<file path="src/rtl/cache_ctrl_pkg.sv">
// rtl/cache_ctrl_pkg.sv - shared FSM state and datapath mux encodings for nway_cache_control
package cache_ctrl_pkg;

    typedef enum logic [1:0] {
        IDLE,
        COMPARE,
        WRITEBACK,
        FILL
    } state_t;

    typedef enum logic {
        DATA_SEL_CPU  = 1'b0,
        DATA_SEL_PMEM = 1'b1
    } data_sel_t;

    typedef enum logic {
        ADDR_SEL_CPU = 1'b0,
        ADDR_SEL_WB  = 1'b1
    } addr_sel_t;

endpackage

</file>
<file path="src/rtl/nway_cache_control_if.sv">
// rtl/nway_cache_control_if.sv - CPU, pmem and tag/data array signals of nway_cache_control
interface nway_cache_control_if #(
    parameter int NUM_WAYS = 4
);
    localparam int WAY_W = $clog2(NUM_WAYS);

    logic             mem_read;
    logic             mem_write;
    logic             mem_resp;
    logic             hit;
    logic [WAY_W-1:0] hit_way;
    logic [WAY_W-1:0] victim_way;
    logic             victim_valid;
    logic             victim_dirty;
    logic             pmem_resp;
    logic             pmem_read;
    logic             pmem_write;
    logic [WAY_W-1:0] way_sel;
    logic             load_data;
    logic             load_tag;
    logic             set_valid;
    logic             set_dirty;
    logic             clr_dirty;
    logic             data_sel;
    logic             addr_sel;
    logic             plru_update;

    // master is the controller; slave is the CPU/array/memory side
    modport master (
        input  mem_read, mem_write, hit, hit_way, victim_way, victim_valid,
               victim_dirty, pmem_resp,
        output mem_resp, pmem_read, pmem_write, way_sel, load_data, load_tag,
               set_valid, set_dirty, clr_dirty, data_sel, addr_sel, plru_update
    );

    modport slave (
        output mem_read, mem_write, hit, hit_way, victim_way, victim_valid,
               victim_dirty, pmem_resp,
        input  mem_resp, pmem_read, pmem_write, way_sel, load_data, load_tag,
               set_valid, set_dirty, clr_dirty, data_sel, addr_sel, plru_update
    );

endinterface

</file>
<file path="src/rtl/cache_ctrl_perf.sv">
// rtl/cache_ctrl_perf.sv - saturating hit/miss/writeback counters for nway_cache_control
module cache_ctrl_perf #(
    parameter int CNT_W = 32
) (
    input  logic             clk,
    input  logic             reset_n,
    input  logic             hit_evt,
    input  logic             miss_evt,
    input  logic             wb_evt,
    output logic [CNT_W-1:0] hit_cnt,
    output logic [CNT_W-1:0] miss_cnt,
    output logic [CNT_W-1:0] wb_cnt
);
    localparam logic [CNT_W-1:0] ONE = CNT_W'(1);

    always_ff @(posedge clk) begin
        if (!reset_n) begin
            hit_cnt  <= '0;
            miss_cnt <= '0;
            wb_cnt   <= '0;
        end else begin
            // counters hold at all-ones rather than wrapping
            if (hit_evt && (hit_cnt != '1))
                hit_cnt <= hit_cnt + ONE;
            if (miss_evt && (miss_cnt != '1))
                miss_cnt <= miss_cnt + ONE;
            if (wb_evt && (wb_cnt != '1))
                wb_cnt <= wb_cnt + ONE;
        end
    end

endmodule

</file>
<file path="src/rtl/nway_cache_control.sv">
// rtl/nway_cache_control.sv - N-way write-back/write-allocate cache controller FSM
// Optional perf counters (hit_cnt, miss_cnt, wb_cnt) built when CACHE_CTRL_PERF_EN is defined.
module nway_cache_control
    import cache_ctrl_pkg::*;
#(
    parameter int NUM_WAYS = 4
`ifdef CACHE_CTRL_PERF_EN
    ,
    parameter int PERF_CNT_W = 32
`endif
) (
    input  logic clk,
    input  logic reset_n,
    nway_cache_control_if.master bus
`ifdef CACHE_CTRL_PERF_EN
    ,
    output logic [PERF_CNT_W-1:0] hit_cnt,
    output logic [PERF_CNT_W-1:0] miss_cnt,
    output logic [PERF_CNT_W-1:0] wb_cnt
`endif
);
    localparam int WAY_W = $clog2(NUM_WAYS);

    state_t           state;
    logic [WAY_W-1:0] victim_q;
    logic             req;
    logic             victim_wb;

    assign req       = bus.mem_read | bus.mem_write;
    assign victim_wb = bus.victim_valid & bus.victim_dirty;

    always_ff @(posedge clk) begin
        if (!reset_n) begin
            state    <= IDLE;
            victim_q <= '0;
        end else begin
            case (state)
                IDLE:      if (req) state <= COMPARE;
                COMPARE: begin
                    if (bus.hit) begin
                        state <= IDLE;
                    end else begin
                        // the array's PLRU may move during the line transfer; keep our pick
                        victim_q <= bus.victim_way;
                        state    <= victim_wb ? WRITEBACK : FILL;
                    end
                end
                WRITEBACK: if (bus.pmem_resp) state <= FILL;
                FILL:      if (bus.pmem_resp) state <= COMPARE;
                default:   state <= IDLE;
            endcase
        end
    end

    always_comb begin
        bus.mem_resp    = 1'b0;
        bus.pmem_read   = 1'b0;
        bus.pmem_write  = 1'b0;
        bus.way_sel     = '0;
        bus.load_data   = 1'b0;
        bus.load_tag    = 1'b0;
        bus.set_valid   = 1'b0;
        bus.set_dirty   = 1'b0;
        bus.clr_dirty   = 1'b0;
        bus.data_sel    = DATA_SEL_CPU;
        bus.addr_sel    = ADDR_SEL_CPU;
        bus.plru_update = 1'b0;
        case (state)
            COMPARE: begin
                if (bus.hit) begin
                    bus.mem_resp    = 1'b1;
                    bus.way_sel     = bus.hit_way;
                    bus.plru_update = 1'b1;
                    // a simultaneous read+write request is served as a write
                    if (bus.mem_write) begin
                        bus.load_data = 1'b1;
                        bus.set_dirty = 1'b1;
                    end
                end
            end
            WRITEBACK: begin
                bus.pmem_write = 1'b1;
                bus.addr_sel   = ADDR_SEL_WB;
                bus.way_sel    = victim_q;
            end
            FILL: begin
                bus.pmem_read = 1'b1;
                bus.way_sel   = victim_q;
                if (bus.pmem_resp) begin
                    bus.load_data = 1'b1;
                    bus.load_tag  = 1'b1;
                    bus.set_valid = 1'b1;
                    bus.clr_dirty = 1'b1;
                    bus.data_sel  = DATA_SEL_PMEM;
                end
            end
            default: ;
        endcase
    end

`ifdef CACHE_CTRL_PERF_EN
    logic hit_evt;
    logic miss_evt;
    logic wb_evt;

    assign hit_evt  = (state == COMPARE) &  bus.hit;
    assign miss_evt = (state == COMPARE) & ~bus.hit;
    assign wb_evt   = miss_evt & victim_wb;

    cache_ctrl_perf #(
        .CNT_W (PERF_CNT_W)
    ) u_perf (
        .clk      (clk),
        .reset_n  (reset_n),
        .hit_evt  (hit_evt),
        .miss_evt (miss_evt),
        .wb_evt   (wb_evt),
        .hit_cnt  (hit_cnt),
        .miss_cnt (miss_cnt),
        .wb_cnt   (wb_cnt)
    );
`endif

`ifndef SYNTHESIS
    both_req_a: assert property (@(posedge clk) disable iff (!reset_n)
        !(bus.mem_read && bus.mem_write));
`endif

endmodule

</file>
<file path="src/flat_wrapper.sv">
// flat-port wrapper written by rule: the top's interface ports become plain ports
module nway_cache_control_flat import cache_ctrl_pkg::*;
#(
    parameter int NUM_WAYS = 4

)
  (clk, reset_n, bus_mem_read, bus_mem_write, bus_hit, bus_hit_way, bus_victim_way, bus_victim_valid, bus_victim_dirty, bus_pmem_resp, bus_mem_resp, bus_pmem_read, bus_pmem_write, bus_way_sel, bus_load_data, bus_load_tag, bus_set_valid, bus_set_dirty, bus_clr_dirty, bus_data_sel, bus_addr_sel, bus_plru_update);
  nway_cache_control_if #(.NUM_WAYS(NUM_WAYS)) bus_i ();
  input  logic clk;
  input  logic reset_n;
  input wire logic [$bits(bus_i.mem_read)-1:0] bus_mem_read;
  input wire logic [$bits(bus_i.mem_write)-1:0] bus_mem_write;
  input wire logic [$bits(bus_i.hit)-1:0] bus_hit;
  input wire logic [$bits(bus_i.hit_way)-1:0] bus_hit_way;
  input wire logic [$bits(bus_i.victim_way)-1:0] bus_victim_way;
  input wire logic [$bits(bus_i.victim_valid)-1:0] bus_victim_valid;
  input wire logic [$bits(bus_i.victim_dirty)-1:0] bus_victim_dirty;
  input wire logic [$bits(bus_i.pmem_resp)-1:0] bus_pmem_resp;
  output wire logic [$bits(bus_i.mem_resp)-1:0] bus_mem_resp;
  output wire logic [$bits(bus_i.pmem_read)-1:0] bus_pmem_read;
  output wire logic [$bits(bus_i.pmem_write)-1:0] bus_pmem_write;
  output wire logic [$bits(bus_i.way_sel)-1:0] bus_way_sel;
  output wire logic [$bits(bus_i.load_data)-1:0] bus_load_data;
  output wire logic [$bits(bus_i.load_tag)-1:0] bus_load_tag;
  output wire logic [$bits(bus_i.set_valid)-1:0] bus_set_valid;
  output wire logic [$bits(bus_i.set_dirty)-1:0] bus_set_dirty;
  output wire logic [$bits(bus_i.clr_dirty)-1:0] bus_clr_dirty;
  output wire logic [$bits(bus_i.data_sel)-1:0] bus_data_sel;
  output wire logic [$bits(bus_i.addr_sel)-1:0] bus_addr_sel;
  output wire logic [$bits(bus_i.plru_update)-1:0] bus_plru_update;
  assign bus_i.mem_read = bus_mem_read;
  assign bus_i.mem_write = bus_mem_write;
  assign bus_i.hit = bus_hit;
  assign bus_i.hit_way = bus_hit_way;
  assign bus_i.victim_way = bus_victim_way;
  assign bus_i.victim_valid = bus_victim_valid;
  assign bus_i.victim_dirty = bus_victim_dirty;
  assign bus_i.pmem_resp = bus_pmem_resp;
  assign bus_mem_resp = bus_i.mem_resp;
  assign bus_pmem_read = bus_i.pmem_read;
  assign bus_pmem_write = bus_i.pmem_write;
  assign bus_way_sel = bus_i.way_sel;
  assign bus_load_data = bus_i.load_data;
  assign bus_load_tag = bus_i.load_tag;
  assign bus_set_valid = bus_i.set_valid;
  assign bus_set_dirty = bus_i.set_dirty;
  assign bus_clr_dirty = bus_i.clr_dirty;
  assign bus_data_sel = bus_i.data_sel;
  assign bus_addr_sel = bus_i.addr_sel;
  assign bus_plru_update = bus_i.plru_update;
  nway_cache_control #(.NUM_WAYS(NUM_WAYS)) u_core (.clk(clk), .reset_n(reset_n), .bus(bus_i));
endmodule
</file>
<file path="config.mk">
export PLATFORM = sky130hd
export DESIGN_NAME = nway_cache_control_flat
export DESIGN_NICKNAME = d
export VERILOG_FILES = /design/src/rtl/cache_ctrl_pkg.sv /design/src/rtl/nway_cache_control_if.sv /design/src/rtl/cache_ctrl_perf.sv /design/src/rtl/nway_cache_control.sv /design/src/flat_wrapper.sv
export SDC_FILE = /design/constraint.sdc
export NUM_CORES = 1
export LEC_CHECK = 0
export BUFFER_PORTS_ARGS = -buffer_cell sky130_fd_sc_hd__buf_4
export CORE_AREA = 2 2 39 41
export DETAILED_ROUTE_END_ITERATION = 10
export DIE_AREA = 0 0 41 43
export PLACE_DENSITY = 0.63
export SLEW_MARGIN = 20
export SYNTH_ARGS = -nofsm -noshare
export SYNTH_HDL_FRONTEND = slang
export SYNTH_SLANG_ARGS = --single-unit
export TNS_END_PERCENT = 1
</file>
<file path="constraint.sdc">
create_clock -name clk -period 1.8 [get_ports clk]
set_input_delay 0.45 -clock clk [delete_from_list [all_inputs] [get_ports clk]]
set_output_delay 0.45 -clock clk [all_outputs]
set_load 0.005 [all_outputs]
</file>
Yosys cells after proc, flatten, opt, wreduce, memory -nomap -nowiden
Index checks and enable logic that the tools add are counted.

operators by class
  $add $sub $neg = 0
  multipliers = 0
  divide/modulo/power cells = 0
  order comparisons = 0
  equal/unequal tests = 6
  shifts and indexed selects = 0
  muxes and demuxes = 18
  bitwise gates (word level) = 3
  reduce and logical (&&, ||, !) cells = 4

operators with widths
  kind                                                             count
  1-bit two-way mux                                                10
  2-bit two-way mux                                                5
  2-bit one-hot mux with 4 select lines                            1
  2-bit == test, second input constant                             2
  2-bit != test, second input constant                             2
  2-bit one-hot mux with 2 select lines                            1
  3-bit AND reduction                                              1
  2-bit by 1-bit == test with 1-bit output, second input constant  1
  2-bit logical NOT                                                1
  2-bit by 1-bit != test with 1-bit output, second input constant  1
  1-bit one-hot mux with 2 select lines                            1
  2-bit AND reduction                                              1
  2-bit OR reduction                                               1
  1-bit bitwise AND                                                1
  1-bit NOT                                                        1
  1-bit bitwise OR                                                 1

word-level totals
  register bits after elaboration = 4
  latch bits = 0
  memory bits (writable) = 0
  bits in read-only memories = 0
  bits of input ports = 12
  word-level logic and storage cells = 33
  memories = 0

Depth between registers and ports, before layout
  depth in word-level cells = 4
  gate-level depth with buffers = 5
  depth with buffers taken out = 5

Worst setup path before layout
OpenSTA, ideal clock, no wires.

  kind = flip-flop to output port
  start point = register u_core.state[1]
  end point = output bus_load_data
  arrival = 1.090 ns
  required time = 1.350 ns
  slack = 0.260 ns
  stages on the path, launching flop included = 5
  path buffers = 0
  path through = dfxtp_1 > inv_1 > ha_1 > or2_2 > a21o_1

on the way
  word-level cells in the longest chain between the ends = 2
  elaborated cells between the ends (all ways) = 3
  classes of those cells = eq/ne (2); mux (1)

RTL lines
  item                                                                              line                      text
  start: declaration                                                                nway_cache_control.sv:24  state_t state;
  start signal: assignment                                                          nway_cache_control.sv:45  state <= victim_wb ? WRITEBACK : FILL;
  2-bit == test / 2-bit by 1-bit == test with 1-bit output (equally long branches)  nway_cache_control.sv:68  case (state)
  1-bit one-hot mux with 2 select lines (*)                                         nway_cache_control.sv:68
  end: declaration                                                                  flat_wrapper.sv:23        output wire logic [$bits(bus_i.load_data)-1:0] bus_load_data;

Mark *: on every way between the ends. The rest lies on a longest branch, timed or not.

Worst setup path in the final report
Same ends and word-level chain as after synthesis.

==> impl_metrics.py <==
metrics = {
    "outcome": {
        "status": "complete, no violations",
    },
    "power_and_ir_drop": {
        "finalPower_w": 0.0003493,
        "ir_drop_mv": 0.2059,
        "power_density_nw_per_um2": 555.1,
        "p_leak_nw": 0.2958,
    },
    "drt": {
        "first_pass_iters": 4,
        "via_per_inst": 4.798,
        "drc": 0,
        "wire_per_inst_um": 11.67,
        "vias": 403,
        "drt-total-wl_um": 980,
        "initialDrtViolationCount": 4,
        "ant_nets": 0,
    },
    "placement": {
        "place_congestion": 0.7451,
        "port_buffers": 24,
        "dpl.hpwl_um": 762,
    },
    "global_routing": {
        "grt_pass1_vias": 372,
        "grt.total_usage_pct": 12.35,
        "grt.overflow.total": 0,
        "grt_pass1_wl_um": 1490,
        "grt_max_degree": 8,
        "grt_antenna_before_repair": 0,
    },
    "timing": {
        "worst_slew_pin_slew_ns": 0.4098,
        "final.min_clock_period_ns": 1.775,
        "finalHoldViolCount": 0,
        "maxSlewViolCount": 0,
        "post-route-period-util_pct": 98.61,
        "relSlewSlack_pct": 72.34,
        "rsz0062_at_grt": "true",
        "fmax_mhz": 563.4,
        "finalSetupViolCount": 0,
        "clock_skew_ns": 0.001399,
    },
    "logic_synthesis": {
        "synth_top_flop_cell": "dfxtp_1",
        "synth_top_family_by_area": "simple AND/OR/NAND/NOR gates",
        "synth_seq_area_share_pct": 21.55,
        "synth-simple-area-share_pct": 22.22,
        "yosys_warnings": 0,
        "postSynthCellCount": 44,
        "synth-edff-count": 0,
        "synthAdderAreaFrac_pct": 16.84,
        "yosysTopAreaCell": "dfxtp_1",
        "syn-num-nets": 61,
        "async_flop_share_pct": 0,
        "synth_mux_area_share_pct": 8.081,
        "synth_seq_cells": 4,
        "synth_area_leaders": "dfxtp_1 22%, ha_1 17%, buf_4 10%, mux2i_1 8.1%, a21oi_1 4.0%",
        "syn_area_per_cell_um2": 8.446,
        "synth_cell_type_count": 22,
        "synth-xor-area-share_pct": 0,
        "synth_compound_area_share_pct": 18.18,
        "synth_area_um2": 371.6,
        "netlist.area_leader.share_pct": 21.55,
    },
    "layout": {
        "final_util_pct": 45.48,
        "syn_to_final_growth_pct": 69.36,
        "final_cell_mix": "26 x buf_4, 3 x a21oi_1, 3 x mux2i_1, 3 x ha_4, 3 x clkbuf_4",
        "final_common_cell": "buf_4",
        "diodes": 0,
        "drive_gt1_share_pct": 57.35,
        "nNetsFinal": 87,
    },
    "setup_path": {
        "cpPeakStageDelay_ns": 0.37,
        "cp_data_arrival_time_ns": 1.32,
        "critPathLaunch": "u_core.state[1]$_SDFFE_PN0P_",
        "r2r_setup_slack_ns": 0.33,
        "rr_worst_depth": 5,
        "r2r-start": "u_core.state[0]$_SDFFE_PN0P_",
        "r2r_end": "u_core.state[0]$_SDFFE_PN0P_",
        "critPathLaunchType": "register",
        "crit_path_cell_trace": "inv_4 -> ha_4 -> or2_4 -> a21o_1 -> buf_4",
        "worstSetupPathType": "register to output port",
        "cp_slowest_cell": "dfxtp_4",
        "crit_path_end": "bus_load_data",
        "crit_path_end_kind": "output port",
        "worstPathRequired_ns": 1.35,
        "crit_fanout": 4,
    },
    "clock_network": {
        "cts_root_buf": "clkbuf_4",
        "htreeDepth": 1,
        "clkSinkCount": 4,
        "clkLatencyLatePin_ns": 0.23,
        "numCtsBuffers": 3,
        "cts_tree": "done",
        "clk_pin_slew_ns": 0.04,
        "clockBufferDepth": 2,
    },
    "die": {
        "num_io_pins": 25,
        "rows": 14,
        "initial_utilization_pct": 26.85,
        "fp.dieH_um": 43,
        "core_area_um2": 1384,
        "dieArea_um2": 1763,
        "die_w_um": 41,
    },
    "worst_hold_path": {
        "min_path_type": "input port to register",
    },
    "flow_run": {
        "drv_cap": 0,
    },
}
[Yosys cell counts (2+ instances only)]
cell type and n:
buf_4 5, ha_1 5, dfxtp_1 4, a21oi_1 3
inv_1 3, mux2i_1 3, and2_1 2, nand2_1 2
nand3_1 2, nor2b_1 2, o21ai_0 2
[area by class of cell]
cell class	instances	area, um2
clock buffer	3	22.52
fill	144	754.5
inverter	3	13.76
multi-input combinational	32	290.3
sequential	4	87.58
tap	16	20.02
timing repair buffer	26	195.2
[how the worst min path moves through the flow]
stage / start / to / cells past startpoint
2_1_floorplan: u_core.state[1]$_SDFFE_PN0P_ / u_core.state[1]$_SDFFE_PN0P_ / 2
3_3_place_gp: u_core.state[1]$_SDFFE_PN0P_ / u_core.state[1]$_SDFFE_PN0P_ / 2
3_5_place_dp: u_core.state[1]$_SDFFE_PN0P_ / u_core.state[1]$_SDFFE_PN0P_ / 2
4_1_cts: reset_n / u_core.victim_q[1]$_SDFFE_PN0P_ / 2
5_1_grt: reset_n / u_core.victim_q[0]$_SDFFE_PN0P_ / 2
6_report: reset_n / u_core.victim_q[0]$_SDFFE_PN0P_ / 2
[metrics by stage]
step                cells  TNS [ns]  hold WS (ns)  setup slack [ns]  cell area [um2]
finish                 84         0        0.4711           0.02503            629.4
floorplan              44         0        0.4677            0.2604            371.6
global placement       79         0        0.4826            0.1215            534.3
detailed placement     79         0        0.4922           0.09417            534.3
CTS                    82  -0.04787        0.4711          -0.04787            576.8
global route           84  -0.01206        0.4755          -0.01206            629.4
[routing by layer]
| metal | GRT usage, % | share of wire [%] | wire length, um |
|---|---|---|---|
| met1 | 13.18 | 37 | 363 |
| met2 | 20.94 | 56 | 546 |
| met3 | 4.712 | 7.1 | 70 |
| met4 | 4.000 | 0 | 0 |
| met5 | 0 | 0 | 0 |
[worst max-delay path, delay by kind of cell (launching register included)]
kind,cells,cell delay [ns]
buffers and inverters,2,0.18
AOI/OAI and AO/OA,1,0.16
adders and majority gates,1,0.15
and+or+nand+nor,1,0.23
DFF,1,0.37
[where the power goes]
group / switching (W) / leakage, nW / internal (W) / total (W)
registers: 0.0000128 / 0.0341 / 0.0000977 / 0.000111
logic: 0.0000545 / 0.248 / 0.0000750 / 0.000129
clock network: 0.0000349 / 0.0138 / 0.0000745 / 0.000109
total: 0.000102 / 0.296 / 0.000247 / 0.000349
[cell families (layout without fill, tap and decap cells)]
family	count (synthesis)	in the layout
compound gates	10	10
fa+ha+maj	5	5
buf+inv	8	32
flops	4	4
mux	3	3
simple gates	14	14
[what timing repair did]
action | 4_1_cts | 5_1_grt
pin swaps | 0 | 1
gates resized for setup | 7 | 9
setup endpoints to repair | 3 | 7
hold buffers | 0 | 0
buffers inserted | 0 | 2
[state kept, by name, summed over array words and instances (netlist names)]
signal and cells:
u_core.state 2, u_core.victim_q 2
(Power assumes the default switching activity.)
